--- src/rtl/id_ex_pipe_reg.sv ---
// ID/EX pipeline register: captures decoded operands, resolves forwarding selects
// and detects load-use hazards. Revision: 1.0
`default_nettype none

module id_ex_pipe_reg (
  input  logic         clk,
  input  logic         rst,
  input  logic         id_valid,
  output logic         id_ready,
  input  logic [4:0]   id_rs1,
  input  logic [4:0]   id_rs2,
  input  logic         id_rs1_ren,
  input  logic         id_rs2_ren,
  input  logic [4:0]   id_rd,
  input  logic         id_rd_wen,
  input  logic         id_is_load,
  input  logic [63:0]  id_src1,
  input  logic [63:0]  id_src2,
  input  logic [191:0] id_payload,
  input  logic         flush,
  input  logic [4:0]   mem_rd,
  input  logic         mem_rd_wen,
  input  logic [4:0]   wb_rd,
  input  logic         wb_rd_wen,
  input  logic [63:0]  wb_x_rd,
  input  logic         ex_ready,
  output logic         ex_valid,
  output logic [4:0]   ex_rd,
  output logic         ex_rd_wen,
  output logic         ex_is_load,
  output logic [191:0] ex_payload,
  output logic [63:0]  ex_exu_src1,
  output logic [63:0]  ex_exu_src2,
  output logic         exu_src1_forward_ex,
  output logic         exu_src2_forward_ex,
  output logic         exu_src1_forward_mem,
  output logic         exu_src2_forward_mem,
  output logic         load_use_stall
);

  logic rs1_live, rs2_live;
  logic hit1_ex, hit2_ex, hit1_mem, hit2_mem, hit1_wb, hit2_wb;
  logic bubble;

  // x0 and unread sources never match any producer
  assign rs1_live = id_rs1_ren && (id_rs1 != 5'd0);
  assign rs2_live = id_rs2_ren && (id_rs2 != 5'd0);

  assign hit1_ex  = rs1_live && ex_valid && ex_rd_wen && (ex_rd == id_rs1);
  assign hit2_ex  = rs2_live && ex_valid && ex_rd_wen && (ex_rd == id_rs2);
  assign hit1_mem = rs1_live && mem_rd_wen && (mem_rd == id_rs1);
  assign hit2_mem = rs2_live && mem_rd_wen && (mem_rd == id_rs2);
  assign hit1_wb  = rs1_live && wb_rd_wen && (wb_rd == id_rs1);
  assign hit2_wb  = rs2_live && wb_rd_wen && (wb_rd == id_rs2);

  assign load_use_stall = id_valid && ex_valid && ex_is_load && (hit1_ex || hit2_ex);
  assign id_ready       = ex_ready && (flush || !load_use_stall);
  assign bubble         = flush || load_use_stall;

  always_ff @(posedge clk) begin
    if (rst || (ex_ready && bubble)) begin
      ex_valid             <= 1'b0;
      ex_rd                <= 5'd0;
      ex_rd_wen            <= 1'b0;
      ex_is_load           <= 1'b0;
      ex_payload           <= 192'd0;
      ex_exu_src1          <= 64'd0;
      ex_exu_src2          <= 64'd0;
      exu_src1_forward_ex  <= 1'b0;
      exu_src2_forward_ex  <= 1'b0;
      exu_src1_forward_mem <= 1'b0;
      exu_src2_forward_mem <= 1'b0;
    end else if (ex_ready) begin
      ex_valid             <= id_valid;
      ex_rd                <= id_rd;
      ex_rd_wen            <= id_valid && id_rd_wen;
      ex_is_load           <= id_valid && id_is_load;
      ex_payload           <= id_payload;
      exu_src1_forward_ex  <= id_valid && hit1_ex;
      exu_src2_forward_ex  <= id_valid && hit2_ex;
      exu_src1_forward_mem <= id_valid && !hit1_ex && hit1_mem;
      exu_src2_forward_mem <= id_valid && !hit2_ex && hit2_mem;
      // WB data is folded into the operand here; EX/MEM results arrive later via the EX mux
      ex_exu_src1          <= (hit1_wb && !hit1_ex && !hit1_mem) ? wb_x_rd : id_src1;
      ex_exu_src2          <= (hit2_wb && !hit2_ex && !hit2_mem) ? wb_x_rd : id_src2;
    end
  end

endmodule

`default_nettype wire

--- config.mk ---
export PLATFORM = sky130hd
export DESIGN_NAME = id_ex_pipe_reg
export DESIGN_NICKNAME = d
export VERILOG_FILES = /design/src/rtl/id_ex_pipe_reg.sv
export SDC_FILE = /design/constraint.sdc
export NUM_CORES = 1
export LEC_CHECK = 0
export ABC_AREA = 1
export BUFFER_PORTS_ARGS = -buffer_cell sky130_fd_sc_hd__buf_2
export CAP_MARGIN = 10
export CORE_AREA = 3 3 290 292
export CTS_BUF_LIST = sky130_fd_sc_hd__clkbuf_4 sky130_fd_sc_hd__clkbuf_8
export DETAILED_ROUTE_END_ITERATION = 6
export DIE_AREA = 0 0 293 295
export MAX_ROUTING_LAYER = met4
export PLACE_DENSITY = 0.39
export SKIP_LAST_GASP = 1
export SLEW_MARGIN = 15
export SYNTH_ARGS = -nofsm -noshare
export SYNTH_HDL_FRONTEND = slang
export SYNTH_SLANG_ARGS = --single-unit
--- constraint.sdc ---
create_clock -name clk -period 1.49 [get_ports clk]
set_input_delay 0 -clock clk [delete_from_list [all_inputs] [get_ports clk]]
set_output_delay 0 -clock clk [all_outputs]
set_load 0.01 [all_outputs]
* Word-level counts from Yosys, hierarchy flattened
Cells that the tools add are included.
Operators by class: add/sub/neg operators 0, $mul 0, divide/modulo/power cells 0, order comparisons 0, eq/ne operators 6, shifts and indexed selects 0, multiplexer cells 2, bitwise gates (word level) 0, reduce and logical (&&, ||, !) cells 44
Operator list (number):
- 64-bit 2-to-1 mux | 2
- 1-bit logical AND | 33
- 5-bit == test | 6
- 5-bit nonzero test | 2
- 1-bit zero test | 5
- 1-bit logical OR | 4
Storage, ports and cells: flip-flop bits (word level) 332, bits in latches 0, RAM bits 0, ROM bits 0, input bits 420, output and inout bits 334, word-level logic and storage cells 63, memories 0

* Logic depth before layout (Yosys ltp)
Gate-level depths: netlist (run 1).
depth after elaboration 10, gate-level depth with buffers 14

* Worst setup path before layout (run 1)
OpenSTA, ideal clock, no wires.
path kind register -> register, from register ex_rd[3], to register ex_payload[113], library setup time 0.114 ns, data arrival time 1.550 ns, slack -0.174 ns, stages on the path, launching flop included 14, path buffers 2, cells stage by stage dfxtp_1 inv_2 nand2_1 nand2_1 nor3_2 nand3_2 nand2_1 nand2_1 nand2_1 nand2_2 nand2_4 buf_8 buf_8 a21oi_2
Between the ends: longest elaborated chain between the ends 7
RTL lines:
- start: declaration | RTL line 28 | output logic [4:0] ex_rd,
- start signal: assignment | RTL line 75 | ex_rd <= id_rd;
- 5-bit == test, on equally long branches | RTL line 49, 50
- 1-bit logical AND, on equally long branches | RTL line 49, 50
- 1-bit logical OR * | RTL line 56 | assign load_use_stall = id_valid && ex_valid && ex_is_load && (hit1_ex || hit2_ex);
- 1-bit logical AND * | RTL line 56
- 1-bit logical OR * | RTL line 58 | assign bubble = flush || load_use_stall;
- 1-bit logical AND * | RTL line 61 | if (rst || (ex_ready && bubble)) begin
- 1-bit logical OR * | RTL line 61
- end signal: assignment | RTL line 78 | ex_payload <= id_payload;
- end: declaration | RTL line 31 | output logic [191:0] ex_payload,
Every way passes the cells marked *; elsewhere a longest branch is shown, timed or not. A chain may end at the register's enable or synchronous reset.

* Worst setup path in the final report (run 1)
from register ex_rd_wen, to register ex_exu_src2[30]
Between the ends: longest elaborated chain between the ends 7
RTL lines:
- start: declaration | RTL line 29 | output logic ex_rd_wen,
- start signal: assignment | RTL line 76 | ex_rd_wen <= id_valid && id_rd_wen;
- 1-bit logical AND, on equally long branches (2 in a row) | RTL line 49, 50
- 1-bit logical OR | RTL line 56
- 1-bit logical AND | RTL line 56
- 1-bit logical OR | RTL line 58
- 1-bit logical AND | RTL line 61
- 1-bit logical OR | RTL line 61
- end signal: assignment | RTL line 85 | ex_exu_src2 <= (hit2_wb && !hit2_ex && !hit2_mem) ? wb_x_rd : id_src2;
- end: declaration | RTL line 33 | output logic [63:0] ex_exu_src2,
Parallel ways exist; a longest one is shown, timed or not.

==> metrics.md, run 1 <==
| Metric | Value |
|---|---|
| Layout cell share with drive strength beyond 1 | `approximately two fifths` |
| Mapped Cells | `about 2200` |
| Final core utilization | `between 30% and 40%` |
| Final Worst Setup Slack | `-0.452 ns` |
| Post-synth top area cell | `dfxtp_1` |
| Clock-pin slew on the worst setup and hold paths | `0.06 ns` |
| Worst Path Max Fanout | `8` |
| Clock Root Buffer | `clkbuf_8` |
| CTS Buf Count | `67` |
| Failing checks | `setup timing` |
| Initial antenna violation count | `8` |
| Die Span Y | `~300 um` |
| Num ports | `754` |
| Layout Cells excl Fill | `between 4000 and 5000` |
| Die Area | `~86000 um^2` |
| Clk_lat worst skew | `roughly 0.64 ns` |
| Hold Vio Cnt, Final | `0` |
| Worst EP arrival | `about 2.5 ns` |
| Top_reg_cell synth | `dfxtp_1` |
| First-pass GRT wire length | `about 120 mm` |
| CP endpoint kind | `register` |
| Power density over the cells | `approximately 850 nW/um^2` |
| Initial Util | `approximately a fifth` |
| Min cycle time layout | `around 1.9 ns` |
| Top Layer Used | `met4` |
| CTS tree | `built` |
| Most Frequent Cell on Critical Path | `nand2_2` |
| Library cells used by synthesis | `27` |
| Fin crit share | `130%` |
| Area growth syn-to-layout | `88.2%` |
| Async SR Flop Fraction | `0%` |
| Number of vias per cell | `between 4 and 5` |
| Syn nets | `between 2000 and 3000` |
| Vias in the first global route | `20333` |
| Clock Sinks | `around 330` |
| Max transition margin | `71.4%` |
| Seq cells post-synth | `~330` |
| Worst slew pin tran | `between 0.4 and 0.5 ns` |
| Setup Skew | `0.0312 ns` |
| Total chip power | `approximately 25 mW` |
| Final wirelength | `83.4 mm` |
| Pre-antenna DRT Iters | `5` |
| Maximum vdd drop | `0.634 mV` |
| Overflow after GRT | `0` |
| Cell Area, Synth | `about 16000 um^2` |
| WP data required | `2.00 ns` |
| Core ar. | `~80000 um^2` |
| Finish-stage setup viols | `334` |
| CP max-delay cell | `dfxtp_2` |
| WHS | `just over 0.1 ns` |
| Most frequent cells in the layout | `buf_2 (750), nand2_1 (741), dlygate4sd3_1 (459), dfxtp_1 (325), a21oi_2 (283)` |
| Critical path class | `reg2reg` |
| Antenna Nets Post-Route | `0` |
| Commonest non-fill, non-tap cell in the layout | `buf_2` |
| Fmax | `around 500 MHz` |
| Warnings from Yosys | `0` |
| Post-synth EDFFs | `0` |
| Drt wl/cell | `between 15 and 20 um` |
| Synth area leaders | `dfxtp_1 (42%), nand2_1 (18%), a21oi_2 (13%)` |
| Max Cap Violations | `0` |
| Status | `complete, but fails checks` |
| Slew Viols, Final | `0` |
| Initial DRC count | `~720` |
| Leakage | `roughly 14 nW` |
| Largest stage delay on the critical path | `approximately 0.35 ns` |
| Vias | `19462` |
| Met3 wire len | `~5.2 mm` |
| Post-synth top area share | `between 40% and 50%` |
| Gpl congestion | `0.863` |
| Placed cell count | `a little under 4000` |
| Unrepaired setup endpoints after global routing | `true` |
| Row Count | `105` |
| Largest net degree at the start of global routing | `between 70 and 80` |
| Metal2 WL | `a little over 40 mm` |
| Die Width | `293 um` |
| Largest delay share family, worst path | `simple AND/OR/NAND/NOR gates` |
| Htree depth | `3` |
| Avg Cell Area, Syn | `7.29 um^2` |
| Sequential element share of the synthesized area | `42.4%` |
| DRT met1 WL | `between 30 and 40 mm` |
| CP Buf/Inv Count | `3` |
| GRT Overall Usage | `18.9%` |
| Post-DP HPWL | `just under 60 mm` |
| Worst setup SP type | `register` |
| HP Class | `in2reg` |
| Number of buffers added on ports | `between 700 and 800` |
| DRC | `0` |
| Pre-CTS setup slack | `-0.410 ns` |
| CTS Buffer Depth | `3` |
| Fin nets | `~3900` |
| Worst path cell trace | `nand2_4 -> a21oi_2 -> nand2_1 -> nor2_2 -> nand3_4 -> nand2_2 -> nand2_2 -> nand2_1 -> nand2_2 -> nand2_8 -> buf_6 -> buf_16 -> clkbuf_16 -> a21oi_2` |
==> worst min-delay path, cell delays in order <==
cell and delay, ns:
buf_8 0.11, nand2_2 0.09, nand2_8 0.15, buf_8 0.16, buf_12 0.13, a21oi_1 0.04
==> stage by stage <==
| step | instance area, um^2 | TNS (ns) |
|---|---|---|
| 4_1_cts | 29300 | -141.65 |
| 3_5_place_dp | 21900 | -118.49 |
| 2_1_floorplan | 15700 | -21.27 |
| 3_3_place_gp | 21900 | -120.17 |
| 5_1_grt | 29500 | -158.89 |
| 6_report | 29500 | -123.23 |
==> layout make-up <==
type / count / area, um^2
well taps: 1070 / 1340
clock buffers: 107 / 1330
flip-flops and latches: 332 / 6660
multi-input cells: 1430 / 7550
diodes: 9 / 22.5
clock inverters: 8 / 101
inverters: 228 / 868
repair buffers: 1436 / 11600
fillers: 8579 / 52300
==> per-layer routing <==
layer  global-route usage [%]  up-vias
li1                         -     9650
met4                     7.76        0
met3                     3.99      175
met5                        -        -
met1                     21.8     8921
met2                     32.0      716
==> flip-flops by register name, indices dropped and copies added (netlist names) <==
register              count
exu_src2_forward_mem      1
exu_src2_forward_ex       1
exu_src1_forward_mem      1
ex_rd                     5
ex_exu_src1              64
exu_src1_forward_ex       1
ex_is_load                1
ex_payload              192
ex_exu_src2              64
ex_valid                  1
ex_rd_wen                 1
==> synth_stat cells, types with 20 or more instances <==
master    count
a21oi_1      87
a21oi_2     240
buf_2        22
buf_6        20
clkbuf_1     98
dfxtp_1     332
inv_1       217
nand2_1     752
nand3_1     143
nand4_1     129
nor2_1       52
==> power by group <==
group,internal [mW],switching (mW)
logic,2.74,2.54
clock network,5.84,4.40
registers,9.31,0.243
total,17.9,7.18
==> timing repair <==
| action | in CTS | in global routing |
|---|---|---|
| setup buffers | 27 | 7 |
| endpoints found under the hold margin | 332 | 0 |
| gates cloned | 20 | 7 |
| setup endpoints to repair | 334 | 334 |
| hold buffers | 459 | 0 |
| gates resized for setup | 131 | 20 |
| pin swaps | 9 | 13 |
==> final timing paths <==
path         slack, ns  cells after the start                          from                           end
min reg2reg       0.45                      2  ex_payload[155]$_SDFFE_PP0P_  ex_payload[155]$_SDFFE_PP0P_
min               0.10                      6                      ex_ready  ex_payload[142]$_SDFFE_PP0P_
max              -0.45                     14        ex_rd_wen$_SDFFE_PP0P_  ex_exu_src2[30]$_SDFFE_PP0P_
max reg2reg      -0.45                     14        ex_rd_wen$_SDFFE_PP0P_  ex_exu_src2[30]$_SDFFE_PP0P_
==> logic make-up (layout without fill, tap and decap cells) <==
family                 Yosys count  count (layout)  share of synthesized area [%]
other                            0               9                              0
AOI/OAI and AO/OA              341             341                           16.7
DFF                            332             332                           42.4
and+or+nand+nor               1089            1089                           29.6
buffers and inverters          389            1779                           11.3
(Power assumes the default switching activity.)
==> inputs of run 2 (changes only) <==
--- a/config.mk
+++ b/config.mk
@@ -5,15 +5,15 @@
 export SDC_FILE = /design/constraint.sdc
 export NUM_CORES = 1
 export LEC_CHECK = 0
-export ABC_AREA = 1
 export BUFFER_PORTS_ARGS = -buffer_cell sky130_fd_sc_hd__buf_2
 export CAP_MARGIN = 10
-export CORE_AREA = 3 3 290 292
+export CORE_AREA = 3 3 297 299
 export CTS_BUF_LIST = sky130_fd_sc_hd__clkbuf_4 sky130_fd_sc_hd__clkbuf_8
+export CTS_CLUSTER_DIAMETER = 120
 export DETAILED_ROUTE_END_ITERATION = 6
-export DIE_AREA = 0 0 293 295
+export DIE_AREA = 0 0 300 302
 export MAX_ROUTING_LAYER = met4
-export PLACE_DENSITY = 0.39
+export PLACE_DENSITY = 0.35
 export SKIP_LAST_GASP = 1
 export SLEW_MARGIN = 15
 export SYNTH_ARGS = -nofsm -noshare
==> constraint.sdc (replaced) <==
create_clock -name clk -period 2.5 [get_ports clk]
set_input_delay 0 -clock clk [delete_from_list [all_inputs] [get_ports clk]]
set_output_delay 0 -clock clk [all_outputs]
set_load 0.01 [all_outputs]
==> run 2 against run 1 <==
  * The flow now finishes without violations
  * Total power down 42%
  * Sequential share of layout area grew 3.7 points
  * Global-route usage fell by 5.1 points
  * Clock skew up 0.0053 ns
  * Design area is 14% lower
  * Maximum frequency down 15%
  * Register-to-register slack improved by 0.66 ns
  * Core utilization down 6.5 points
  * Clock power down 37%
  * Setup slack improved by 0.66 ns
  * Critical endpoint is now ex_rd[2]$_SDFFE_PP0P_
  * Largest cell class unchanged
==> metrics.md, run 2 <==
| Metric | Value |
|---|---|
| Overflow after GRT | `0` |
| CP endpoint kind | `register` |
| Min cycle time layout | `~2.3 ns` |
| First-pass GRT wire length | `94.0 mm` |
| Layout cell share with drive strength beyond 1 | `between 30% and 40%` |
| Cell Area, Synth | `14100 um^2` |
| Leakage | `~12 nW` |
| Fin nets | `a little over 3000` |
| Antenna Nets Post-Route | `0` |
| Top Registers | `ex_payload: 192 flops, ex_exu_src1: 64 flops, ex_exu_src2: 64 flops` |
| Clock Sinks | `around 330` |
| Worst Path Max Fanout | `13` |
| Clock-pin slew on the worst setup and hold paths | `roughly 0.060 ns` |
| Placed cell count | `about 3300` |
| Warnings from Yosys | `0` |
| Number of buffers added on ports | `~750` |
| CTS Buf Count | `70` |
| Largest stage delay on the critical path | `0.54 ns` |
| Number of vias per cell | `approximately 3.8` |
| HP Class | `in2reg` |
| Maximum vdd drop | `~0.39 mV` |
| Post-synth top area share | `a little under half` |
| Library cells used by synthesis | `27` |
| GRT Overall Usage | `13.8%` |
| Most frequent cells in the layout | `buf_2 (752), dlygate4sd3_1 (415), dfxtp_1 (332), nor2_1 (328), mux2i_1 (327)` |
| Setup Skew | `0.0365 ns` |
| Gpl congestion | `0.887` |
| Post-synth top area cell | `dfxtp_1` |
| Final TNS setup | `0 ns` |
| Vias | `14671` |
| Sequential element share of the synthesized area | `47.0%` |
| Pre-CTS setup slack | `between 0.15 and 0.2 ns` |
| Finish-stage setup viols | `0` |
| Top cells by count, synth | `dfxtp_1 (332), nor2_1 (328), mux2i_1 (327)` |
| Initial antenna violation count | `18` |
| Clock Root Buffer | `clkbuf_8` |
| Avg Cell Area, Syn | `9.92 um^2` |
| Die Span Y | `approximately 300 um` |
| Power density over the cells | `580 nW/um^2` |
| WP data required | `between 3 and 4 ns` |
| Mapped Cells | `around 1400` |
| Num ports | `approximately 750` |
| Initial Util | `around 17%` |
| Pre-antenna DRT Iters | `4` |
| Post-DP HPWL | `between 40 and 50 mm` |
| Reg with most FFs | `ex_payload` |
| CP max-delay cell | `dlygate4sd3_1` |
| Layout Cells excl Fill | `about 3800` |
| Status | `finished clean` |
| Hold Vio Cnt, Final | `0` |
| Count leader, synth | `dfxtp_1` |
| Worst slew pin tran | `0.788 ns` |
| Critical path class | `reg2reg` |
| Largest delay share family, worst path | `buffers and inverters` |
| Max transition margin | `approximately 47%` |
| Fmax | `436 MHz` |
| Row Count | `107` |
| Post-CTS setup buffers | `0` |
| CTS tree | `built` |
| Unrepaired setup endpoints after global routing | `false` |
| Synth area leaders | `dfxtp_1 (47%), mux2i_1 (23%), nor2_1 (8.7%)` |
| Worst EP arrival | `2.80 ns` |
| Top_reg_cell synth | `dfxtp_1` |
| Core ar. | `~85000 um^2` |
| Drt wl/cell | `between 15 and 20 um` |
| Die Width | `around 300 um` |
| Final Worst Setup Slack | `0.207 ns` |
| Fin crit share | `91.7%` |
| Fill cell count | `a little over 9000` |
| Largest register FFs | `~190` |
| Worst path cell trace | `xnor2_1 -> nand4_1 -> nor3_2 -> a22oi_2 -> o21ai_4 -> buf_12 -> nor2_1 -> dlygate4sd3_1` |
| Area growth syn-to-layout | `78.8%` |
| Total chip power | `about 15 mW` |
| Seq cells post-synth | `approximately 330` |
| Slew Viols, Final | `0` |
| Final wirelength | `approximately 64 mm` |
| DRC | `0` |
| Largest net degree at the start of global routing | `between 100 and 150` |
| CP Buf/Inv Count | `2` |
| Syn nets | `about 1800` |
| Initial DRC count | `~600` |
| CTS Buffer Depth | `3` |
| Vias in the first global route | `15856` |
| Htree depth | `3` |
| Max Cap Violations | `0` |
| Worst setup SP type | `register` |
| Async SR Flop Fraction | `0%` |
| Die Area | `a little over 90000 um^2` |
| Commonest non-fill, non-tap cell in the layout | `buf_2` |
| Post-synth EDFFs | `0` |
| Clk_lat worst skew | `~0.65 ns` |
[run 2: cell types whose count changed after synthesis, moves of 17 or more]
cell      change
a21oi_2     -240
nand2_1     -751
nor2_1      +276
mux2i_1     +327
xor2_1       +18
nand2b_1    +133
a211oi_2     +60
a21oi_1      -81
clkbuf_1     -34
nor3_1       +57
nand4_1     -121
inv_1       -217
buf_6        -17
nand3_1     -140
[run 2: area by class of cell]
class / count / area [um^2] / share of cell area, %
Antenna cell: 15 / 37.5 / 0.149
Multi-Input combinational cell: 983 / 7010 / 27.7
Tap cell: 1144 / 1430 / 5.66
Timing Repair Buffer: 1217 / 8590 / 34.0
Clock buffer: 107 / 1350 / 5.36
Sequential cell: 332 / 6650 / 26.3
Clock inverter: 16 / 200 / 0.792
[run 2: where the power goes]
| part | total, mW | leakage, nW | switching [mW] | internal (mW) |
|---|---|---|---|---|
| registers | 5.75 | 2.73 | 0.156 | 5.59 |
| clock network | 6.38 | 0.818 | 2.67 | 3.71 |
| logic | 2.52 | 8.08 | 1.19 | 1.34 |
| total | 14.7 | 11.6 | 4.02 | 10.6 |
[run 2: kinds of logic (layout without fill, tap and decap cells)]
group	after synthesis	in the layout	share of synthesized area (%)
mux	327	327	23.2
flops	332	332	47.0
buf+inv	110	1340	3.57
compound gates	75	75	6.06
xor+xnor	30	30	1.86
other cells	0	15	0
simple gates	551	551	18.3
[run 2: final timing paths]
| check | start | endpoint | slack, ns | cells past startpoint |
|---|---|---|---|---|
| max reg2reg | ex_rd[4]$_SDFFE_PP0P_ | ex_rd[2]$_SDFFE_PP0P_ | 0.21 | 8 |
| min | id_payload[36] | ex_payload[36]$_SDFFE_PP0P_ | 0.12 | 4 |
| max | ex_rd[4]$_SDFFE_PP0P_ | ex_rd[2]$_SDFFE_PP0P_ | 0.21 | 8 |
| min reg2reg | ex_exu_src1[26]$_SDFFE_PP0P_ | ex_exu_src1[26]$_SDFFE_PP0P_ | 0.47 | 2 |
[run 2: stage by stage]
step           cell area (um^2)  util, %  hold WS, ns
3_3_place_gp              19500     22.8        0.234
5_1_grt                   25300     29.6       0.0573
4_1_cts                   25200     29.5      0.00786
6_report                  25300     29.6        0.121
2_1_floorplan             14100        -        0.147
3_5_place_dp              19500     22.8        0.242
[run 2: worst register-to-register path, cell delays in order (launching register included)]
cell	delay, ns
dfxtp_1	0.40
xnor2_1	0.14
nand4_1	0.13
nor3_2	0.23
a22oi_2	0.13
o21ai_4	0.31
buf_12	0.23
nor2_1	0.08
dlygate4sd3_1	0.54
[run 2: per-layer routing]
metal  part of all wire (%)  vias to the layer above  global-route usage, %
li1                       -                     7208                      -
met1                     40                     6776                   15.1
met2                     49                      561                   23.4
met3                    8.0                      126                   4.51
met4                    3.5                        0                   5.16
met5                      0                        -                      -
[run 2: what timing repair did]
action / CTS / global route
endpoints found under the hold margin: 332 / 0
gates resized for setup: 0 / 3
hold buffers: 416 / 0
endpoints found under the setup margin: 0 / 4
==> inputs of run 3 (changes only) <==
--- a/config.mk
+++ b/config.mk
@@ -13,9 +13,7 @@
 export DETAILED_ROUTE_END_ITERATION = 6
 export DIE_AREA = 0 0 300 302
 export MAX_ROUTING_LAYER = met4
-export PLACE_DENSITY = 0.35
 export SKIP_LAST_GASP = 1
-export SLEW_MARGIN = 15
 export SYNTH_ARGS = -nofsm -noshare
 export SYNTH_HDL_FRONTEND = slang
 export SYNTH_SLANG_ARGS = --single-unit
==> run 3 against run 2 <==
  * Count of clock-buffer cells in the layout decreased by 14
  * Non-clock buffer count is 24 higher
  * Core utilization down 0.089 points
  * Wire length shrank 0.38%
  * Largest cell class unchanged
  * Via count up 1.9%
  * Hold slack improved by 0.0017 ns
  * Global-route usage is 0.49 points lower
  * Highest routed layer unchanged
  * Clock power shrank 11%
  * Design area shrank 0.30%
==> metrics.md, run 3 (synthesis gave the netlist of run 2 again) <==
| Metric | Value |
|---|---|
| GR Layer Usage met1 | `about 15%` |
| Htree depth | `2` |
| Die Area | `approximately 90000 um^2` |
| Vias | `between 10000 and 15000` |
| Core ar. | `between 80000 and 90000 um^2` |
| Dpl cell area | `about 19000 um^2` |
| Most frequent cells in the layout | `buf_2 (752), dlygate4sd3_1 (428), mux2i_1 (327), nor2_1 (327), dfxtp_1 (327)` |
| Hold Vio Cnt, Final | `0` |
| Most Frequent Cell on Critical Path | `buf_4` |
| Fill cell count | `between 8000 and 9000` |
| Reg with most FFs | `ex_payload` |
| Commonest non-fill, non-tap cell in the layout | `buf_2` |
| DRC | `0` |
| GRT Overall Usage | `13.3%` |
| Slew Viols, Final | `0` |
| Fin nets | `around 3000` |
| FF/Latch Area | `6650 um^2` |
| Worst setup SP type | `register` |
| Met2 usage | `around 23%` |
| Overflow after GRT | `0` |
| Busiest grt layer | `met2` |
| CP Buf/Inv Count | `4` |
| Maximum vdd drop | `roughly 0.43 mV` |
| Drt wl/cell | `between 15 and 20 um` |
| Largest net degree at the start of global routing | `~90` |
| Pre-antenna DRT Iters | `5` |
| Max Cap Violations | `0` |
| CP max-delay cell | `dfxtp_2` |
| Top Registers | `ex_payload: 192 flops, ex_exu_src1: 64 flops, ex_exu_src2: 64 flops` |
| WP data required | `~3 ns` |
| CTS Buf Count | `58` |
| Largest delay share family, worst path | `buffers and inverters` |
| Pre-CTS setup slack | `about 0.18 ns` |
| CTS tree | `built` |
| CP endpoint kind | `register` |
| Largest stage delay on the critical path | `roughly 0.40 ns` |
| Area growth syn-to-layout | `78.3%` |
| Power density over the cells | `around 560 nW/um^2` |
| Clock Root Buffer | `clkbuf_8` |
| Largest register FFs | `roughly 190` |
| Gpl congestion | `about 0.85` |
| Max transition margin | `around 63%` |
| Antenna Nets Post-Route | `0` |
| First-pass GRT wire length | `a little over 90 mm` |
| Num ports | `about 750` |
| Worst slew pin tran | `~0.55 ns` |
| Setup Skew | `between 0.03 and 0.04 ns` |
| Critical path class | `reg2reg` |
| Die Width | `around 300 um` |
| Clock-pin slew on the worst setup and hold paths | `~0.060 ns` |
| Unrepaired setup endpoints after global routing | `false` |
| Number of vias per cell | `3.92` |
| Initial antenna violation count | `11` |
| CTS Buffer Depth | `3` |
| Min cycle time layout | `around 2.4 ns` |
| Clk_lat worst skew | `between 0.6 and 0.7 ns` |
| Initial DRC count | `between 900 and 1000` |
| Initial Util | `between 15 and 20%` |
| Leakage | `around 12 nW` |
| Final core utilization | `just under 30%` |
| Number of buffers added on ports | `around 750` |
| Vias in the first global route | `roughly 16000` |
| Final wirelength | `about 64 mm` |
| Post-DP HPWL | `between 40 and 50 mm` |
| Global-route track usage on met3 | `between 3 and 4%` |
| Row Count | `roughly 110` |
| Multi-input gate area | `7030 um^2` |
| Finish-stage setup viols | `0` |
| Final TNS setup | `0 ns` |
| Finished Cell Area | `between 20000 and 30000 um^2` |
| Worst Path Max Fanout | `32` |
| Fmax | `~420 MHz` |
| Worst path cell trace | `xor2_1 -> nor3_2 -> buf_4 -> buf_4 -> nor3_2 -> buf_12 -> buf_4 -> mux2i_1 -> a211oi_2` |
| Layout cell share with drive strength beyond 1 | `between 30% and 40%` |
| Fin crit share | `between 90 and 100%` |
| Clock Sinks | `between 300 and 400` |
| HP Class | `in2reg` |
| Worst EP arrival | `around 2.9 ns` |
| Status | `finished clean` |
| Final Worst Setup Slack | `between 0.1 and 0.15 ns` |
| Die Span Y | `just over 300 um` |
run 3: cell types whose count changed in the layout (fill, tap and decap cells not counted), moves of 9 or more:
| cell | previous run | this run |
|---|---|---|
| diode_2 | 15 | 5 |
| clkbuf_8 | 88 | 79 |
| dlygate4sd3_1 | 415 | 428 |
| buf_4 | 25 | 43 |
| buf_12 | 23 | 13 |
run 3: report_power, final:
part           switching (mW)  internal (mW)
registers               0.171           5.59
clock network            2.36           3.32
logic                    1.21           1.35
run 3: tightest hold or removal path, stage by stage:
cell and delay, ns:
dlygate4sd3_1 0.52, buf_2 0.09, mux2i_1 0.05, nor2_1 0.07
run 3: worst paths after layout:
kind,startpoint,to,slack [ns],depth (start not counted)
setup reg to reg,ex_rd[0]$_SDFFE_PP0P_,ex_exu_src2[20]$_SDFFE_PP0P_,0.12,9
hold reg to reg,ex_exu_src1[62]$_SDFFE_PP0P_,ex_exu_src1[62]$_SDFFE_PP0P_,0.47,2
hold / removal,id_payload[28],ex_payload[28]$_SDFFE_PP0P_,0.12,4
setup / recovery,ex_rd[0]$_SDFFE_PP0P_,ex_exu_src2[20]$_SDFFE_PP0P_,0.12,9
run 3: metal layers:
metal  part of all wire (%)  wire length (um)  vias up
met5                      0                 0        -
met3                    7.3              4670      152
met2                     49             31000      654
met1                     40             25500     6926
li1                       -                 -     7221
met4                    3.9              2500        0
run 3: timing repair:
action,CTS,global route
buffers inserted,4,5
endpoints found under the hold margin,331,0
endpoints found under the setup margin,2,30
pin swaps,5,6
gates resized for setup,7,5
hold buffers,428,0
gates cloned,0,3
run 3: layout make-up:
type | count | share of cell area [%]
Multi-Input combinational cell | 983 | 27.9
Tap cell | 1144 | 5.68
Clock buffer | 93 | 4.73
Sequential cell | 332 | 26.4
Antenna cell | 5 | 0.0497
Timing Repair Buffer | 1241 | 34.7
Clock inverter | 12 | 0.561
run 3: per-stage QoR:
stage / hold slack [ns] / std cells / total power [mW]
after detailed placement: 0.241 / 3261 / 7.81
after global routing: 0.0606 / 3810 / 14.6
after CTS: 0.0191 / 3797 / 14.1
after floorplan: 0.147 / 1425 / 6.86
final: 0.123 / 3810 / 14.0
after global placement: 0.232 / 3261 / 7.80
